File: src/rtl/cnn_sdiv_22s_8s_14_seq.sv
// cnn_sdiv_22s_8s_14_seq: sequential signed restoring divider, truncating toward zero.
// Define CNN_SDIV_SAT_EN to saturate out-of-range quotients instead of wrapping.
module cnn_sdiv_22s_8s_14_seq #(
    parameter int ID         = 1,
    parameter int din0_WIDTH = 22,
    parameter int din1_WIDTH = 8,
    parameter int dout_WIDTH = 14
) (
    input  logic                         ap_clk,
    input  logic                         ap_rst_n,
    input  logic                         ce,
    input  logic                         in_vld,
    output logic                         in_rdy,
    input  logic [din0_WIDTH-1:0]        din0,
    input  logic [din1_WIDTH-1:0]        din1,
    output logic                         out_vld,
    input  logic                         out_rdy,
    output logic [dout_WIDTH-1:0]        dout,
    output logic [din1_WIDTH-1:0]        rem,
    output logic                         ovf,
    output logic                         dz
);
    localparam int CW = $clog2(din0_WIDTH + 1);
    typedef enum logic [1:0] {IDLE, CALC, DONE} state_t;
    state_t state, state_nx;
    logic [CW-1:0]           cnt;
    logic [din0_WIDTH-1:0]   q, a_mag;
    logic [din1_WIDTH:0]     r, d, b_mag;
    logic [din1_WIDTH+1:0]   r_sh, r_sub;
    logic                    q_neg, r_neg, zero, wrap;
    logic signed [din0_WIDTH:0]   q_s, q_ext;
    logic [dout_WIDTH-1:0]   q_lo, q_max, q_min, q_res, dz_val;
    assign in_rdy  = state == IDLE;
    assign out_vld = state == DONE;
    assign a_mag = din0[din0_WIDTH-1] ? -din0 : din0;
    assign b_mag = {1'b0, din1[din1_WIDTH-1] ? -din1 : din1};
    // r < d <= 2^(din1_WIDTH-1), so the borrow bit of r_sub alone decides the step
    assign r_sh  = {r, q[din0_WIDTH-1]};
    assign r_sub = r_sh - {1'b0, d};
    assign q_s   = q_neg ? -$signed({1'b0, q}) : $signed({1'b0, q});
    assign q_lo  = q_s[dout_WIDTH-1:0];
    assign q_ext = {{(din0_WIDTH + 1 - dout_WIDTH){q_lo[dout_WIDTH-1]}}, q_lo};
    assign wrap  = q_ext != q_s;
    assign q_max = {1'b0, {(dout_WIDTH-1){1'b1}}};
    assign q_min = {1'b1, {(dout_WIDTH-1){1'b0}}};
`ifdef CNN_SDIV_SAT_EN
    assign q_res  = wrap ? (q_s[din0_WIDTH] ? q_min : q_max) : q_lo;
    assign dz_val = r_neg ? q_min : q_max;
`else
    assign q_res  = q_lo;
    assign dz_val = '0;
`endif
    always_comb begin
        state_nx = state;
        case (state)
            IDLE:    state_nx = in_vld ? CALC : IDLE;
            CALC:    state_nx = cnt == '0 ? DONE : CALC;
            DONE:    state_nx = out_rdy ? IDLE : DONE;
            default: state_nx = IDLE;
        endcase
    end
    always_ff @(posedge ap_clk or negedge ap_rst_n) begin
        if (!ap_rst_n) state <= IDLE;
        else if (ce) state <= state_nx;
    end
    always_ff @(posedge ap_clk or negedge ap_rst_n) begin
        if (!ap_rst_n) begin
            cnt   <= '0;
            q     <= '0;
            r     <= '0;
            d     <= '0;
            q_neg <= 1'b0;
            r_neg <= 1'b0;
            zero  <= 1'b0;
            dout  <= '0;
            rem   <= '0;
            ovf   <= 1'b0;
            dz    <= 1'b0;
        end else if (ce) begin
            case (state)
                IDLE: if (in_vld) begin
                    q     <= a_mag;
                    d     <= b_mag;
                    r     <= '0;
                    q_neg <= din0[din0_WIDTH-1] ^ din1[din1_WIDTH-1];
                    r_neg <= din0[din0_WIDTH-1];
                    zero  <= din1 == '0;
                    cnt   <= din1 == '0 ? '0 : CW'(din0_WIDTH);
                end
                CALC: if (cnt != '0) begin
                    cnt <= cnt - 1'b1;
                    q   <= {q[din0_WIDTH-2:0], ~r_sub[din1_WIDTH+1]};
                    r   <= r_sub[din1_WIDTH+1] ? r_sh[din1_WIDTH:0] : r_sub[din1_WIDTH:0];
                end else begin
                    dout <= zero ? dz_val : q_res;
                    rem  <= zero ? '0 : (r_neg ? -r[din1_WIDTH-1:0] : r[din1_WIDTH-1:0]);
                    ovf  <= ~zero & wrap;
                    dz   <= zero;
                end
                DONE: if (out_rdy) begin
                    ovf <= 1'b0;
                    dz  <= 1'b0;
                end
                default: ;
            endcase
        end
    end
endmodule

File: config.mk
export PLATFORM = sky130hd
export DESIGN_NAME = cnn_sdiv_22s_8s_14_seq
export DESIGN_NICKNAME = d
export VERILOG_FILES = /design/src/rtl/cnn_sdiv_22s_8s_14_seq.sv
export SDC_FILE = /design/constraint.sdc
export NUM_CORES = 1
export LEC_CHECK = 0
export ABC_AREA = 1
export BUFFER_PORTS_ARGS = -buffer_cell sky130_fd_sc_hd__buf_2
export CAP_MARGIN = 20
export CORE_MARGIN = 4
export CORE_UTILIZATION = 30
export DETAILED_ROUTE_END_ITERATION = 16
export GPL_TIMING_DRIVEN = 0
export PLACE_DENSITY_LB_ADDON = 0.08
export SYNTH_ARGS = -nofsm -noshare
export SYNTH_HDL_FRONTEND = slang
export SYNTH_SLANG_ARGS = --single-unit
File: constraint.sdc
create_clock -name ap_clk -period 6.1 [get_ports ap_clk]
set_input_delay 0.915 -clock ap_clk [delete_from_list [all_inputs] [get_ports ap_clk]]
set_output_delay 0.915 -clock ap_clk [all_outputs]
set_load 0.01 [all_outputs]
==> results.md <==
* Tcrit/Tclk final at 0.390
* Most common cell after layout, fill and taps aside: nand2_1
* Synth top area cells: dfrtp_1, nand2_1, inv_1
* Initial DRT Pass Iterations at 5
* Worst Tran Pin Value at 0.604 ns
* Gates resized, CTS repair at 0
* Cell Pwr Density at 508 nW/um2
* Number of port buffers at 60
* Drt total wl at 15.1 mm
* Slowest-stage cell, CP: nor3_2
* TritonCTS clock tree: built
* Die area at 18600 um2
* Total power at 0.00300 W
* Clock buffer depth at 2
* Post-Syn Instances at 677
* Io pins at 61
* Share of layout cells above drive strength 1 at 0.151
* Setup crit end kind: register
* Avg Vias per Cell at 4.88
* Status: finished, final reports clean
* Met2 routed WL at 6.13 mm
* Initial Util at 0.309
* Crit path kind: input pin to register
* Die Y at 137 um
* Buffers & Inverters on Critical Path at 4
* Final #Nets at 802
* Worst path required time at 6.35 ns
* Unique masters post-synth at 41
* Synthesized flop and latch total at 73
* Setup Fix Bufs, Post-CTS at 0
* CP Launch Type: input pin
* Total CTS buffers at 9
* Clock transition at path regs at 0.06 ns
* Synthesized area at 4960 um2
* Final Hold Viols at 0
* Area grow syn2layout at 19.3%
* Diode count at 0
* Syn_nets at 730
* Remaining DRCs at 0
* Syn Area/Cell at 7.32 um2
* Setup TNS at 0 ns
* Final ANT Viol Nets at 0
* Family with the most delay on the worst path: simple AND/OR/NAND/NOR gates
* Slew Limit Fails at 0
* Pin count of the biggest net entering global routing at 62
* Leak at 2.91 nW
* Vias at 4732
* RSZ-0062 raised after global routing: no
* Wire per inst at 15.6 um
* Most frequent cells in the layout: nand2_1, inv_1, dfrtp_1
* Leading area contributor after synthesis: dfrtp_1
* Cts hold-fix bufs at 0
* Max Used Layer: met4
* Initial DRC count at 296
* H-tree depth at 3
* Clock latency on the worst-skew pair at 0.34 ns
* Max stage delay on crit path at 0.21 ns
* Peak VDD IR at 236 uV
* Cell repeated most along the worst path: nand2_2
* Antenna violations before repair at 0
* Global-route usage over all layers at 0.171
* HPWL after detailed placement at 11.9 mm
* Final Wtd Congestion at 0.886
* Final Skew at 0.00661 ns
* DR WL met3 at 871 um
* Grt ovf at 0
* Hold WC Path Type: input pin to async pin
* Worst Path Arrival at 2.63 ns
* Flop-to-flop setup slack at 3.81 ns
* WL met1 at 7.88 mm
* FMAX at 420 MHz
* Warnings from Yosys at 0
* First-pass GRT wire length at 24.7 mm
* Top cell type's share of synthesized area at 0.369
* Relative slew slack at 0.597
* CP Max Fanout at 4
* Tmin final at 2.38 ns
* Vias in the first global route at 4628
* Max Cap Violations at 0
* R2R Path Start: q[21]$_DFFE_PN0P_
* Final setup viols at 0
* Crit path cell chain: buf_2 > inv_1 > ha_1 > inv_1 > nor3_2 > inv_2 > nor2_2 > nand2_1 > nand2_2 > nand2_2 > nor2_4 > nand2_2 > o21ai_1 > nand2_1 > o21bai_1
* Die X at 137 um
* CTS sink cnt at 73
* Clock tree root buffer cell: clkbuf_16
* Row cnt at 46
* Post-synthesis sequential area ratio at 0.369
* Core Area at 16100 um2
* Crit path from: din0[0]
## synth_stat cells
library cell  instances
nand2_1             171
inv_1                79
dfrtp_1              73
nor2_1               64
nand3_1              43
o21ai_0              43
a21oi_1              25
xor2_1               22
ha_1                 17
o221ai_1             14
xnor2_1              11
o21ai_1              10
o22ai_1              10
clkbuf_1              9
o211ai_1              8
a22o_1                7
inv_2                 7
nand2_2               7
nor2_2                7
nor3_1                7
buf_2                 6
o21bai_1              5
o31ai_1               5
nand4_1               3
nor3_2                3
a31oi_1               2
a32o_1                2
buf_4                 2
nor2_4                2
o41ai_1               2
a211oi_2              1
a2bb2oi_1             1
buf_6                 1
clkinv_1              1
fa_1                  1
nand3_2               1
nand3b_1              1
nor4_1                1
o31ai_4               1
or2_0                 1
or2_2                 1
## cell families (layout without fill, tap and decap cells)
family          after synthesis  count (layout)  share of synthesized area
fa+ha+maj                    18              18                     0.0469
compound gates              136             136                      0.174
buf+inv                     105             181                     0.0840
flops                        73              73                      0.369
xor+xnor                     33              33                     0.0583
simple gates                312             312                      0.268
## layout make-up
cell class | count | area [um2]
clock buffer | 10 | 229
inverter | 87 | 327
tap | 216 | 270
multi-input combinational | 499 | 2710
sequential | 73 | 1830
timing repair buffer | 61 | 330
buffer | 18 | 90.1
fill | 1714 | 10100
clock inverter | 5 | 129
## flip-flops by register name (all words and copies together), names as in the netlist
name / flops
r_neg: 1
d: 8
q: 22
r: 9
dz: 1
dout: 14
rem: 8
zero: 1
state: 2
cnt: 5
ovf: 1
q_neg: 1
## worst register-to-register path, delay by kind of cell, from the launching register on
| kind | cells | cell delay (ns) |
|---|---|---|
| and+or+nand+nor | 3 | 0.28 |
| DFF | 1 | 0.42 |
| adders and majority gates | 2 | 0.62 |
| xor gates and xnor gates | 1 | 0.19 |
| buffers and inverters | 2 | 0.27 |
| AOI/OAI and AO/OA | 4 | 0.41 |
## stage by stage
stage | std cells | hold slack (ns) | setup slack (ns) | utilization | area (um2)
2_1_floorplan | 677 | 0.446 | 3.87 | - | 4960
3_3_place_gp | 953 | 0.460 | 3.41 | 0.344 | 5530
3_5_place_dp | 954 | 0.465 | 3.38 | 0.346 | 5560
4_1_cts | 969 | 0.413 | 3.73 | 0.368 | 5920
5_1_grt | 969 | 0.418 | 3.52 | 0.368 | 5920
6_report | 969 | 0.420 | 3.72 | 0.368 | 5920
## power breakdown
group,switching [W],internal [W],total [W]
registers,0.000156,0.000675,0.000831
clock network,0.000210,0.000440,0.000650
logic,0.000972,0.000550,0.00152
## path summary, 6_finish.rpt
kind / to / cells past startpoint
worst max-delay path: q[20]$_DFFE_PN0P_ / 15
worst max register to register: r[6]$_DFFE_PN0P_ / 12
max in group asynchronous: d[7]$_DFFE_PN0P_ / 2
worst min register to register: rem[7]$_DFFE_PN0P_ / 2
worst min-delay path: rem[5]$_DFFE_PN0P_ / 1
min in group ap_clk: rem[7]$_DFFE_PN0P_ / 2
## metal layers
layer,up-vias,track usage
met5,-,0
met4,0,0.0482
met3,17,0.0368
met2,147,0.246
met1,2181,0.255
li1,2387,-
Note: power is estimated with default switching activity, not from simulation.
